===== src/rtl/lmsm_sequencer_if.sv =====
// IF/ID-to-ID/RR handshake for the LM/SM micro-op sequencer.
// The pipeline side drives the instruction and stall controls; the sequencer drives the micro-op.
interface lmsm_sequencer_if;
    logic [15:0] Inst;
    logic        valid;
    logic        hold;
    logic        flush;
    logic [2:0]  LM_RegRd;
    logic [15:0] seq_offset;
    logic        seq_valid;
    logic        seq_last;
    logic        IFID_hold;
    logic        busy;

    modport master (
        output Inst, valid, hold, flush,
        input  LM_RegRd, seq_offset, seq_valid, seq_last, IFID_hold, busy
    );

    modport slave (
        input  Inst, valid, hold, flush,
        output LM_RegRd, seq_offset, seq_valid, seq_last, IFID_hold, busy
    );
endinterface


===== src/rtl/lmsm_sequencer.sv =====
// Splits LM/SM register-list instructions into one register micro-op per cycle.
//   state | meaning
//   IDLE  | decoding IF/ID directly; first (or only) micro-op issued from Inst[7:0]
//   SEQ   | issuing remaining micro-ops from the pending mask, IF/ID frozen
module lmsm_sequencer (
    input  logic             clock,
    input  logic             reset_n,
    lmsm_sequencer_if.slave  bus
);
    typedef enum logic {IDLE, SEQ} state_t;

    state_t      state, state_nx;
    logic [7:0]  mask, mask_nx;
    logic [2:0]  cnt, cnt_nx;

    logic [7:0]  list;
    logic [7:0]  low_bit;
    logic [2:0]  low_idx;
    logic        is_lmsm;
    logic        multi;

    logic [2:0]  reg_rd;
    logic [15:0] offset;
    logic        sv, last, ih, bsy;

    // Inst[11:8] carries fields the sequencer never needs.
    logic unused_inst;
    assign unused_inst = ^bus.Inst[11:8];

    assign is_lmsm = (bus.Inst[15:12] == 4'b0110) || (bus.Inst[15:12] == 4'b0111);
    assign list    = (state == IDLE) ? bus.Inst[7:0] : mask;
    assign low_bit = list & (~list + 8'd1);
    assign multi   = |(list & (list - 8'd1));

    always_comb begin
        low_idx = 3'd0;
        for (int i = 7; i >= 0; i--) begin
            if (list[i]) low_idx = i[2:0];
        end
    end

    always_ff @(posedge clock or negedge reset_n) begin
        if (!reset_n) begin
            state <= IDLE;
            mask  <= 8'd0;
            cnt   <= 3'd0;
        end else begin
            state <= state_nx;
            mask  <= mask_nx;
            cnt   <= cnt_nx;
        end
    end

    always_comb begin
        state_nx = state;
        mask_nx  = mask;
        cnt_nx   = cnt;
        reg_rd   = 3'd0;
        offset   = 16'd0;
        sv       = 1'b0;
        last     = 1'b0;
        ih       = 1'b0;
        bsy      = (state == SEQ);

        if (state == IDLE) begin
            if (!is_lmsm) begin
                sv   = bus.valid;
                last = 1'b1;
            end else if (list == 8'd0) begin
                last = 1'b1;
            end else begin
                sv     = bus.valid;
                reg_rd = low_idx;
                last   = !multi;
                ih     = bus.valid && multi;
            end
            if (bus.valid && is_lmsm && multi) begin
                state_nx = SEQ;
                mask_nx  = list & ~low_bit;
                cnt_nx   = 3'd1;
            end
        end else begin
            sv     = 1'b1;
            reg_rd = low_idx;
            offset = {13'd0, cnt};
            last   = !multi;
            ih     = multi;
            if (multi) begin
                mask_nx = mask & ~low_bit;
                cnt_nx  = cnt + 3'd1;
            end else begin
                state_nx = IDLE;
                mask_nx  = 8'd0;
                cnt_nx   = 3'd0;
            end
        end

        // Downstream stall freezes state, but outputs keep their decoded values.
        if (bus.hold) begin
            state_nx = state;
            mask_nx  = mask;
            cnt_nx   = cnt;
        end

        if (bus.flush) begin
            sv       = 1'b0;
            ih       = 1'b0;
            state_nx = IDLE;
            mask_nx  = 8'd0;
            cnt_nx   = 3'd0;
        end

        // Reset must quiet the outputs without waiting for a clock edge.
        if (!reset_n) begin
            reg_rd = 3'd0;
            offset = 16'd0;
            sv     = 1'b0;
            last   = 1'b0;
            ih     = 1'b0;
            bsy    = 1'b0;
        end
    end

    assign bus.LM_RegRd   = reg_rd;
    assign bus.seq_offset = offset;
    assign bus.seq_valid  = sv;
    assign bus.seq_last   = last;
    assign bus.IFID_hold  = ih;
    assign bus.busy       = bsy;
endmodule


===== src/flat_wrapper.sv =====
// flat-port wrapper written by rule: the top's interface ports become plain ports
module lmsm_sequencer_flat 
  (clock, reset_n, bus_Inst, bus_valid, bus_hold, bus_flush, bus_LM_RegRd, bus_seq_offset, bus_seq_valid, bus_seq_last, bus_IFID_hold, bus_busy);
  lmsm_sequencer_if bus_i ();
  input  logic clock;
  input  logic reset_n;
  input wire logic [$bits(bus_i.Inst)-1:0] bus_Inst;
  input wire logic [$bits(bus_i.valid)-1:0] bus_valid;
  input wire logic [$bits(bus_i.hold)-1:0] bus_hold;
  input wire logic [$bits(bus_i.flush)-1:0] bus_flush;
  output wire logic [$bits(bus_i.LM_RegRd)-1:0] bus_LM_RegRd;
  output wire logic [$bits(bus_i.seq_offset)-1:0] bus_seq_offset;
  output wire logic [$bits(bus_i.seq_valid)-1:0] bus_seq_valid;
  output wire logic [$bits(bus_i.seq_last)-1:0] bus_seq_last;
  output wire logic [$bits(bus_i.IFID_hold)-1:0] bus_IFID_hold;
  output wire logic [$bits(bus_i.busy)-1:0] bus_busy;
  assign bus_i.Inst = bus_Inst;
  assign bus_i.valid = bus_valid;
  assign bus_i.hold = bus_hold;
  assign bus_i.flush = bus_flush;
  assign bus_LM_RegRd = bus_i.LM_RegRd;
  assign bus_seq_offset = bus_i.seq_offset;
  assign bus_seq_valid = bus_i.seq_valid;
  assign bus_seq_last = bus_i.seq_last;
  assign bus_IFID_hold = bus_i.IFID_hold;
  assign bus_busy = bus_i.busy;
  lmsm_sequencer u_core (.clock(clock), .reset_n(reset_n), .bus(bus_i));
endmodule

===== config.mk =====
export PLATFORM = sky130hd
export DESIGN_NAME = lmsm_sequencer_flat
export DESIGN_NICKNAME = d
export VERILOG_FILES = /design/src/rtl/lmsm_sequencer_if.sv /design/src/rtl/lmsm_sequencer.sv /design/src/flat_wrapper.sv
export SDC_FILE = /design/constraint.sdc
export NUM_CORES = 1
export LEC_CHECK = 0
export BUFFER_PORTS_ARGS = -buffer_cell sky130_fd_sc_hd__buf_2
export CAP_MARGIN = 0
export CORE_MARGIN = 2
export CORE_UTILIZATION = 53
export CTS_CLUSTER_DIAMETER = 100
export DETAILED_ROUTE_END_ITERATION = 10
export PLACE_DENSITY = 0.81
export SLEW_MARGIN = 20
export SYNTH_ARGS = -nofsm -noshare
export SYNTH_HDL_FRONTEND = slang
export SYNTH_SLANG_ARGS = --single-unit

===== constraint.sdc =====
create_clock -name clock -period 3.2 [get_ports clock]
set_clock_uncertainty 0.2 [all_clocks]
set_input_delay 0.32 -clock clock [delete_from_list [all_inputs] [get_ports clock]]
set_output_delay 0.32 -clock clock [all_outputs]
set_load 0.01 [all_outputs]

Word-level counts from Yosys, hierarchy flattened
Cells that the tools add are included.

Add/subtract/negate cells: 3. Equality and inequality tests: 3. Mux-type cells: 45. Bitwise gates (word level): 6. Reduce and logical (&&, ||, !) cells: 9.

Operator list (number): 2-to-1 mux 3 bit (19); 2-to-1 mux 8 bit (6); bitwise AND 8 bit (4); 2-to-1 mux 1 bit (20); inverter 8 bit (2); adder 8 x 1 -> 8 bit (second input constant) (1); == test 4 x 3 -> 1 bit (second input constant) (2); logical NOT 8 bit (1); OR reduction 8 bit (1); subtractor 8 x 1 -> 8 bit (second input constant) (1); adder 3 x 1 -> 3 bit (second input constant) (1); logical AND 1 bit (3); nonzero test 3 bit (1); inequality test 2 x 1 -> 1 bit (second input constant) (1); AND reduction 2 bit (1); logical NOT 1 bit (1); logical OR 1 bit (1).

Register bits: 12. Input port bits: 21. Word-level logic and storage cells: 69.

Logic depth before layout (Yosys ltp)
Word-level depth: 13. Depth in mapped cells: 8.

Least setup slack after synthesis
Ideal clock, no wire load.

Path type: register to output. Start: reg u_core.state. End: out bus_seq_last. Arrival: 1751 ps. Data required time: 2680 ps. Setup slack: 929 ps. Cell stages (with the launch flop): 7. Buffers on the path: 1. Cell sequence: dfrtp_1 -> buf_6 -> nor3_1 -> o2111ai_1 -> a21oi_2 -> o21ai_1 -> a21boi_0.

Longest elaborated chain between the ends: 9.

RTL lines: start, declared (line lmsm_sequencer.sv:12) `state_t state, state_nx;`; start signal, assigned (line lmsm_sequencer.sv:48) `state <= state_nx;`; 2-to-1 mux 8 bit (line lmsm_sequencer.sv:31) `assign list = (state == IDLE) ? bus.Inst[7:0] : mask;`; subtractor 8 x 1 -> 8 bit (line lmsm_sequencer.sv:33) `assign multi = |(list & (list - 8'd1));`; bitwise AND 8 bit (line lmsm_sequencer.sv:33); OR reduction 8 bit (line lmsm_sequencer.sv:33); logical NOT 1 bit (line lmsm_sequencer.sv:74, lmsm_sequencer.sv:86); 2-to-1 mux 1 bit (line lmsm_sequencer.sv:69) `end else if (list == 8'd0) begin`; 2-to-1 mux 1 bit (line lmsm_sequencer.sv:66) `if (!is_lmsm) begin`; 2-to-1 mux 1 bit * (line lmsm_sequencer.sv:65) `if (state == IDLE) begin`; 2-to-1 mux 1 bit * (line lmsm_sequencer.sv:114) `if (!reset_n) begin`; end, declared (line flat_wrapper.sv:14) `output wire logic [$bits(bus_i.seq_last)-1:0] bus_seq_last;`.

Every way passes the cells marked *; elsewhere a longest branch is shown, timed or not.

Worst setup path in the final report
Start: reg u_core.state. End: out bus_LM_RegRd[0].

Longest elaborated chain between the ends: 13.

RTL lines: 2-to-1 mux 8 bit (line lmsm_sequencer.sv:31); 2-to-1 mux 3 bit (8 in a row) (line lmsm_sequencer.sv:38) `if (list[i]) low_idx = i[2:0];`; 2-to-1 mux 3 bit (line lmsm_sequencer.sv:69); 2-to-1 mux 3 bit (line lmsm_sequencer.sv:66); 2-to-1 mux 3 bit * (line lmsm_sequencer.sv:65); 2-to-1 mux 3 bit * (line lmsm_sequencer.sv:114); end, declared (line flat_wrapper.sv:11) `output wire logic [$bits(bus_i.LM_RegRd)-1:0] bus_LM_RegRd;`.

Marked as above.

==> qor.yml <==
outcome:
  status: "complete, no violations"
logic_synthesis:
  synthFlopType: "dfrtp_1"
  yosysTopAreaCell: "dfrtp_1"
  ys_ff_latch: 12
  syn-instance-count: 154
  synth.most_common_cell: "o21ai_0"
  syn_area_per_cell_sq_um: 7.98
  ys_types: 49
  synth-edff-count: 0
  yosys_warnings: 0
  ys_seq_area_frac: 0.244
  syn-cell-area_sq_um: 1230
  yosysTopAreaCellShare: 0.244
  synth_area_leaders: "dfrtp_1 (24%), buf_4 (7.9%), o21ai_0 (5.7%)"
  synthArstFlopShare: 1.00
  synth_common_cells: "o21ai_0 (14), a21oi_1 (13), buf_4 (13), nor2_1 (13), dfrtp_1 (12)"
worst_setup_path:
  worstPathMaxFanout: 21
  reg2reg_from: "u_core.state$_DFFE_PN0P_"
  reg2reg_to: "u_core.mask[1]$_DFFE_PN0P_"
  critPathArrivalTime_ns: 2.44
  worstPathRequired_ns: 2.68
  critPathLaunch: "u_core.state$_DFFE_PN0P_"
  critPathKind: "reg -> out"
  worst_setup_path_end_kind: "output port"
  rrSetupSlack_ns: 0.72
  worst-r2r-cell-count: 6
  crit_path_start_kind: "flop"
clock_tree:
  cts_tree: "built"
  clkSinkCount: 12
  clock_latency_ns: 0.27
  cts-root-buf: "clkbuf_4"
  clockBufferDepth: 2
  clk_pin_slew_ns: 0.07
  cts_buffers: 3
  h-tree-depth: 1
global_route:
  grt_max_degree: 22
  grt_usage: 0.232
  grt_pass1_vias: 1067
  grt-ovfl-total: 0
  antenna_found_initial: 0
  grt_pass1_wl_um: 4830
power:
  seqPwrFrac: 0.463
  peakVddDrop_mv: 0.215
  p_sw_uw: 113
  p_comb_frac: 0.264
  powerDensity_nw_per_um2: 255
  p_clk_frac: 0.274
  cellLeakagePower_nw: 0.580
  netSwitchingFraction: 0.330
  internal_power_uw: 229
cells_and_area:
  final_nets: 201
  syn2layout_area_growth_pct: 8.96
  drive_above_1_share: 0.249
  diodes: 0
  fin_cells: 205
timing:
  min_period_ns: 2.96
  hold_viol: 0
  finalSetupViolations: 0
  drv_slew: 0
  worst_pin_slew_ns: 0.548
  relSlewSlack: 0.632
  fin_crit_sh: 0.926
  holdWs_ns: 0.205
  fmax_mhz: 337
  fin_setup_tns_ns: 0
  rsz0062_at_grt: "false"
hold_path:
  holdPathStages: 3
  hold_start: "bus_hold"
  hp-class: "in -> reg"
  hold_path_end: "u_core.cnt[1]$_DFFE_PN0P_"
floorplanning:
  start_util: 0.555
  die_w_um: 52.2
  dieArea_sq_um: 2720
  io_pins: 44
  core_area_sq_um: 2210
  fp.dieH_um: 52.2
  rows: 17
route:
  dr.pass1.iters: 4
  wirelength_um: 2930
  via_per_inst: 6.08
  drtAntennaViolNets: 0
  wire_per_inst_um: 14.3
  drtIter0Drc: 43
  vias: 1247
  drcViolationCount: 0
placement:
  numPlacedInstances: 201
  port_buffers: 25
  gp_congestion: 0.948
  dpl.hpwl_um: 2150
job:
  maxCapViolCount: 0
[registers in the layout, summed over array words and instances (netlist names)]
signal,cells
u_core.state,1
u_core.mask,8
u_core.cnt,3
[worst max-delay path: stages, from the launching register on]
cell and delay [ns]:
dfrtp_2 0.53, buf_4 0.30, nor3_1 0.12, a21oi_4 0.22, nor4_1 0.08, o21ai_0 0.30
nand2_1 0.14, a311oi_1 0.28, buf_2 0.18
[metal layers]
| metal | vias up | routed length (um) | global-route usage |
|---|---|---|---|
| met1 | 575 | 1180 | 0.306 |
| met2 | 79 | 1390 | 0.392 |
| met5 | - | 0 | 0 |
| met4 | 0 | 6 | 0.0214 |
| li1 | 591 | - | - |
| met3 | 2 | 344 | 0.0661 |
[through the flow]
step | util | setup WS, ns | area (sq um) | power (mW)
3_3_place_gp | 0.587 | 0.522 | 1300 | 0.244
4_1_cts | 0.601 | 0.126 | 1330 | 0.341
2_1_floorplan | - | 0.929 | 1270 | 0.228
6_report | 0.605 | 0.236 | 1340 | 0.342
3_5_place_dp | 0.587 | 0.422 | 1300 | 0.247
5_1_grt | 0.605 | 0.0552 | 1340 | 0.363
[timing repair]
item	CTS	global route
endpoints found under the hold margin	12	0
setup endpoints to repair	0	5
buffers inserted	0	0
hold buffers	1	0
resized for setup	0	3
[kinds of logic after synthesis]
logic type,Yosys count,synth area share
simple gates,56,0.256
mux,8,0.0733
other cells,1,0.00305
compound gates,53,0.284
flops,12,0.244
buf+inv,23,0.129
fa+ha+maj,1,0.0102
[cells in the final DEF, fill, tap and decap left out, drive strengths merged, types with 2 or more instances in the layout]
master,instances
nand4,2
a31oi,2
nand4b,2
nor2,14
mux2i,6
a211oi,2
nor4,2
and2,2
a21oi,16
o211ai,5
nand3,2
nor3,9
nand3b,2
o21a,2
inv,4
o21ai,16
mux2,2
nand2b,4
nor3b,2
buf,26
nor2b,2
nand2,6
or2,2
and3,3
o311ai,2
clkbuf,3
conb,13
a311oi,2
dfrtp,12
[power groups by stage]
stage	sequential, mW	clock [mW]	combinational (mW)
final	0.158	0.0934	0.0901
after global routing	0.159	0.104	0.101
after CTS	0.158	0.0965	0.0870
after detailed placement	0.161	0	0.0857
after global placement	0.161	0	0.0831
after floorplan	0.159	0	0.0686
[how the worst max path moves through the flow]
| stage | slack, ns | cells past startpoint | end |
|---|---|---|---|
| floorplan | 0.93 | 6 | bus_seq_last |
| finish | 0.24 | 8 | bus_LM_RegRd[0] |
| global placement | 0.52 | 7 | bus_IFID_hold |
| CTS | 0.13 | 7 | bus_seq_valid |
| global route | 0.06 | 8 | bus_LM_RegRd[0] |
| detailed placement | 0.42 | 8 | bus_LM_RegRd[0] |
[cell type report]
type	count	area, sq um
clock buffers	3	22.5
fillers	213	873
inverters	4	15.0
multi-input cells	131	822
flip-flops and latches	12	302
well taps	28	35.0
repair buffers	27	143
Power figures use the tool's default switching activity.
